`src/rtl/arith_pkg.sv`:
```
// rtl/arith_pkg.sv - shared widths and FSM encoding for the arithmetic unit
package arith_pkg;

    localparam int ARITH_WIDTH = 32;
    localparam int ARITH_CNT_W = $clog2(ARITH_WIDTH);

    typedef enum logic [1:0] {
        IDLE = 2'd0,
        RUN  = 2'd1,
        DONE = 2'd2
    } arith_state_t;

endpackage

```
`src/rtl/partial_product_calculator.sv`:
```
// rtl/partial_product_calculator.sv - one shift-add step of the reconstruct multiplier
module partial_product_calculator
    import arith_pkg::*;
#(
    parameter int WIDTH = ARITH_WIDTH,
    parameter int CNT_W = $clog2(WIDTH)
) (
    input  logic [2*WIDTH-1:0] acc_in,
    input  logic [WIDTH-1:0]   mcand,
    input  logic               mplier_bit,
    input  logic [CNT_W-1:0]   count,
    output logic [2*WIDTH-1:0] acc_out
);

    logic [2*WIDTH-1:0] w_mcand_wide;
    logic [2*WIDTH-1:0] w_addend;

    assign w_mcand_wide = {{WIDTH{1'b0}}, mcand};
    assign w_addend     = mplier_bit ? (w_mcand_wide << count) : '0;
    assign acc_out      = acc_in + w_addend;

endmodule

```
`src/rtl/unsigned_multiply_reconstruct.sv`:
```
// rtl/unsigned_multiply_reconstruct.sv - rebuilds N = Q*D + R, one multiplier bit per cycle
module unsigned_multiply_reconstruct
    import arith_pkg::*;
#(
    parameter int WIDTH = ARITH_WIDTH
) (
    input  logic               clk,
    input  logic               reset,
    input  logic               VALID,
    input  logic [WIDTH-1:0]   Q,
    input  logic [WIDTH-1:0]   D,
    input  logic [WIDTH-1:0]   R,
    output logic [2*WIDTH-1:0] N,
    output logic               READY,
    output logic               BUSY,
    output logic               range_err
);

    localparam int CNT_W = $clog2(WIDTH);
    localparam logic [CNT_W-1:0] LAST_CNT = CNT_W'(WIDTH - 1);

    arith_state_t       r_state;
    arith_state_t       w_next_state;
    logic [WIDTH-1:0]   r_mcand;
    logic [WIDTH-1:0]   r_mplier;
    logic [2*WIDTH-1:0] r_acc;
    logic [CNT_W-1:0]   r_count;
    logic [2*WIDTH-1:0] r_n;
    logic               r_range_err;
    logic [2*WIDTH-1:0] w_acc_next;
    logic               w_accept;
    logic               w_step;
    logic               w_last;
    logic               w_range_err;

    always_ff @(posedge clk) begin
        if (!reset) begin
            r_state <= IDLE;
        end else begin
            r_state <= w_next_state;
        end
    end

    always_comb begin
        w_next_state = r_state;
        case (r_state)
            IDLE:    if (VALID) w_next_state = RUN;
            RUN:     if (r_count == LAST_CNT) w_next_state = DONE;
            DONE:    if (VALID) w_next_state = RUN;
            default: w_next_state = IDLE;
        endcase
    end

    // VALID is only honoured outside RUN, so a running operation can't be disturbed.
    always_comb begin
        w_accept = 1'b0;
        w_step   = 1'b0;
        w_last   = 1'b0;
        BUSY     = 1'b0;
        READY    = 1'b0;
        case (r_state)
            IDLE: w_accept = VALID;
            RUN: begin
                w_step = 1'b1;
                w_last = (r_count == LAST_CNT);
                BUSY   = 1'b1;
            end
            DONE: begin
                w_accept = VALID;
                READY    = 1'b1;
            end
            default: ;
        endcase
    end

    // D = R = 0 is a consistent remainder even though R >= D holds trivially.
    assign w_range_err = (R >= D) && ((D != '0) || (R != '0));

    partial_product_calculator #(
        .WIDTH (WIDTH),
        .CNT_W (CNT_W)
    ) u_ppc (
        .acc_in     (r_acc),
        .mcand      (r_mcand),
        .mplier_bit (r_mplier[0]),
        .count      (r_count),
        .acc_out    (w_acc_next)
    );

    always_ff @(posedge clk) begin
        if (!reset) begin
            r_mcand     <= '0;
            r_mplier    <= '0;
            r_acc       <= '0;
            r_count     <= '0;
            r_n         <= '0;
            r_range_err <= 1'b0;
        end else if (w_accept) begin
            r_mcand     <= D;
            r_mplier    <= Q;
            r_acc       <= {{WIDTH{1'b0}}, R};
            r_count     <= '0;
            r_n         <= '0;
            r_range_err <= w_range_err;
        end else if (w_step) begin
            r_acc    <= w_acc_next;
            r_mplier <= r_mplier >> 1;
            r_count  <= r_count + CNT_W'(1);
            if (w_last) begin
                r_n <= w_acc_next;
            end
        end
    end

    assign N         = r_n;
    assign range_err = r_range_err;

endmodule

```
`config.mk`:
```
export PLATFORM = sky130hd
export DESIGN_NAME = unsigned_multiply_reconstruct
export DESIGN_NICKNAME = d
export VERILOG_FILES = /design/src/rtl/arith_pkg.sv /design/src/rtl/partial_product_calculator.sv /design/src/rtl/unsigned_multiply_reconstruct.sv
export SDC_FILE = /design/constraint.sdc
export NUM_CORES = 1
export LEC_CHECK = 0
export ABC_CLOCK_PERIOD_IN_PS = 5600
export BUFFER_PORTS_ARGS = -buffer_cell sky130_fd_sc_hd__buf_2
export CORE_MARGIN = 5
export CORE_UTILIZATION = 60
export CTS_BUF_LIST = sky130_fd_sc_hd__clkbuf_4 sky130_fd_sc_hd__clkbuf_8
export DETAILED_ROUTE_END_ITERATION = 8
export GPL_ROUTABILITY_DRIVEN = 0
export HOLD_SLACK_MARGIN = 0.06
export PLACE_DENSITY_LB_ADDON = 0.15
export RECOVER_POWER = 50
export SLEW_MARGIN = 20
export SYNTH_ARGS = -nofsm -noshare
export SYNTH_HDL_FRONTEND = slang
export SYNTH_SLANG_ARGS = --single-unit
```
`constraint.sdc`:
```
create_clock -name clk -period 5.6 [get_ports clk]
set_clock_uncertainty 0.15 [all_clocks]
set_input_delay 1.12 -clock clk [delete_from_list [all_inputs] [get_ports clk]]
set_output_delay 1.12 -clock clk [all_outputs]
set_load 0.01 [all_outputs]
```
==> impl_metrics.ini <==
[sta]
fin_crit_sh_pct = 90.9
hold_viol = 0
final_max_slew_viol_count = 208
timing.setup.tns_ns = 0
worstMarginPinSlew_ns = 3.55
finalSetupViolations = 0
fin_crit_ns = 5.09
max_freq_mhz = 196
rsz0062_at_grt = false
timing.hold.ws_ns = 0.311
relSlewSlack_pct = -137

[status]
status = finished with violations
violations = capacitance limit, slew limit

[power_and_ir_drop]
peakVddDrop_mv = 0.159
p_per_area_nw_per_um2 = 201
leakage_nw = 5.87

[finish]
syn2layout_area_growth_pct = 9.45
final_cells = 2259
nets = 2124
nFillCells = 2119
multi_input_area_sq_um = 9360
diodes = 0
area.sequential_sq_um = 4010
drive_gt1_share_pct = 11.4

[logic_synthesis]
synth_common_cells = nand2_1, dfxtp_1, a21oi_1
synth_fp_nets = 2038
ys_ff_latch = 200
seq_area_frac_synth_pct = 28.5
ys.flop_type = dfxtp_1
synth_most_common_cell = nand2_1
async_flop_share_pct = 0
synth.area.top_cells = dfxtp_1, nand2_1, ha_1
synth_edf_count = 0
ys_types = 69
yosys_warnings = 0
synth_area_per_cell_sq_um = 7.62
synth_top_area_share_pct = 28.5
synthCells = 1841
yosys.area.top_type = dfxtp_1
synthesis.area_sq_um = 14000

[hold_path]
hold_class = reg2reg

[grt]
grt_pass1_vias = 13300
grtUsageTotal_pct = 32.3
overflow = 0
grt_max_degree = 86
grt_pass1_wl_um = 69100
grt_antenna_before_repair = 1

[place]
portBuffers = 165
dp.cells = 2227
hpwl_um = 32900

[clock_tree]
numClockSinks = 200
clock_latency_ns = 0.50
h-tree-depth = 4
cts_buffer_depth = 2
clkTransAtPathRegs_ns = 0.12
numCtsBuffers = 17
cts_root_buf = clkbuf_8
cts_tree = done
hold_buffers = 0

[drt]
wl_met1_um = 17500
routed_via_density = 6.28
drc_errors = 0
top_layer_used = met5
routedWlPerCell_um = 19.2
wl_met3_um = 4130
wl_um = 43400
drtIter0Drc = 1323
ant_nets = 0
vias = 14200
first_pass_iters = 5
wl_met2_um = 19500

[worst_setup_path]
crit_chain = buf_4 > mux2i_1 > o22a_1 > nor2_1 > a21oi_1 > mux2_2 > nor2_1 > ha_1 > nand4_2 > or4_1 > o21ba_1 > o211ai_2 > a2111o_1 > a31oi_2 > nor3_2 > or2_4 > a21oi_2 > or4_1 > nand3_1
worstPathMaxFanout = 19
cp_top_family = simple AND/OR/NAND/NOR gates
critPathBufInv = 1
end_kind = flip-flop
required_ns = 5.89
cp.arrival_ns = 5.38
slowest_delay_ns = 0.55
crit_path_top_delay_cell = or4_1
worstSetupPathType = reg2reg
startpoint_type = flip-flop

[floorplanning]
core_region_area_sq_um = 23300
fp.dieH_um = 163
io_pins = 166
die_w_um = 163
fp-row-count = 56
die-area_sq_um = 26500
start_util_pct = 60.3

[run]
cap_violations = 4
[final timing paths]
check	startpoint	end	slack, ns	cells past startpoint
setup / recovery	r_count[1]	r_acc[54]	0.51	19
hold / removal	N[24]	N[24]	0.31	2
setup reg to reg	r_count[1]	r_acc[54]	0.51	19
hold reg to reg	N[24]	N[24]	0.31	2
[state kept, by name, summed over array words and instances (netlist names)]
name,count
N,64
r_acc,64
r_mcand,32
r_mplier,32
r_count,5
r_state,2
range_err,1
[cell type report]
class                           instances  area share, %
Inverter                               57           1.40
Sequential cell                       200           26.1
Tap cell                              319           2.60
Clock inverter                         15           1.45
Clock buffer                           17           1.52
Multi-Input combinational cell       1463           61.0
Timing Repair Buffer                  188           5.97
[logic make-up after synthesis]
logic type	after synthesis	share of synthesized area, %
flip-flops	200	28.5
adder cells (fa/ha/maj)	98	8.80
AO/OA/AOI/OAI	541	25.0
AND/OR/NAND/NOR	693	21.7
buffers and inverters	178	4.89
multiplexers	75	7.64
XOR/XNOR	56	3.50
[worst register-to-register path, stage by stage, from the launching register on]
cell	delay (ns)
dfxtp_2	0.47
buf_4	0.30
mux2i_1	0.29
o22a_1	0.24
nor2_1	0.05
a21oi_1	0.25
mux2_2	0.24
nor2_1	0.06
ha_1	0.49
nand4_2	0.21
or4_1	0.55
o21ba_1	0.22
o211ai_2	0.12
a2111o_1	0.26
a31oi_2	0.14
nor3_2	0.27
or2_4	0.17
a21oi_2	0.07
or4_1	0.41
nand3_1	0.08
[metrics by stage]
stage	utilization, %	cell area (sq um)	power (mW)	setup slack [ns]
final	66.0	15400	3.08	0.510
after global routing	66.0	15400	3.20	0.0605
after CTS	66.4	15400	3.08	0.359
after detailed placement	64.4	15000	2.05	0.478
after global placement	64.4	15000	2.04	0.661
after floorplan	-	14000	1.87	0.896
[placed cells by master (no fill, tap or decap), types with 7 or more instances in the layout]
| master | Yosys | routed |
|---|---|---|
| nor2b_1 | 14 | 13 |
| mux2_2 | 16 | 16 |
| xor2_1 | 15 | 15 |
| a21oi_1 | 178 | 178 |
| and2_1 | 21 | 19 |
| or3_1 | 10 | 10 |
| and3_1 | 9 | 9 |
| nand2_1 | 399 | 397 |
| buf_4 | 2 | 19 |
| inv_1 | 57 | 56 |
| nor3_1 | 18 | 18 |
| nor2_1 | 109 | 108 |
| ha_1 | 97 | 97 |
| nand2b_1 | 11 | 11 |
| o31ai_1 | 7 | 7 |
| dfxtp_1 | 200 | 198 |
| nand4_1 | 33 | 33 |
| clkbuf_1 | 92 | 70 |
| nand3_1 | 37 | 37 |
| a21boi_0 | 98 | 98 |
| a22oi_1 | 63 | 63 |
| clkbuf_8 | 0 | 17 |
| o21a_1 | 11 | 11 |
| mux2i_1 | 35 | 35 |
| xnor2_1 | 41 | 41 |
| nor4_1 | 18 | 18 |
| o22ai_1 | 19 | 19 |
| a21o_1 | 17 | 17 |
| o211ai_1 | 10 | 10 |
| mux4_2 | 24 | 24 |
| o21ai_0 | 71 | 71 |
| o21bai_1 | 17 | 17 |
| buf_2 | 8 | 98 |
[metal layers]
| layer | vias to the layer above | global-route usage [%] |
|---|---|---|
| met5 | - | 0 |
| met4 | 2 | 15.2 |
| met3 | 161 | 6.23 |
| met2 | 775 | 51.7 |
| met1 | 6554 | 42.1 |
| li1 | 6697 | - |
[where the power goes]
part           leakage (nW)  switching [mW]  total (mW)  internal (mW)
logic                  4.02           0.324       0.519          0.195
registers              1.63          0.0429        1.52           1.47
clock network         0.224           0.678        1.05          0.369
[what timing repair did]
action	CTS	global route
gates resized for setup	0	2
buffers inserted	0	0
endpoints found under the setup margin	0	4
Power figures use the tool's default switching activity.
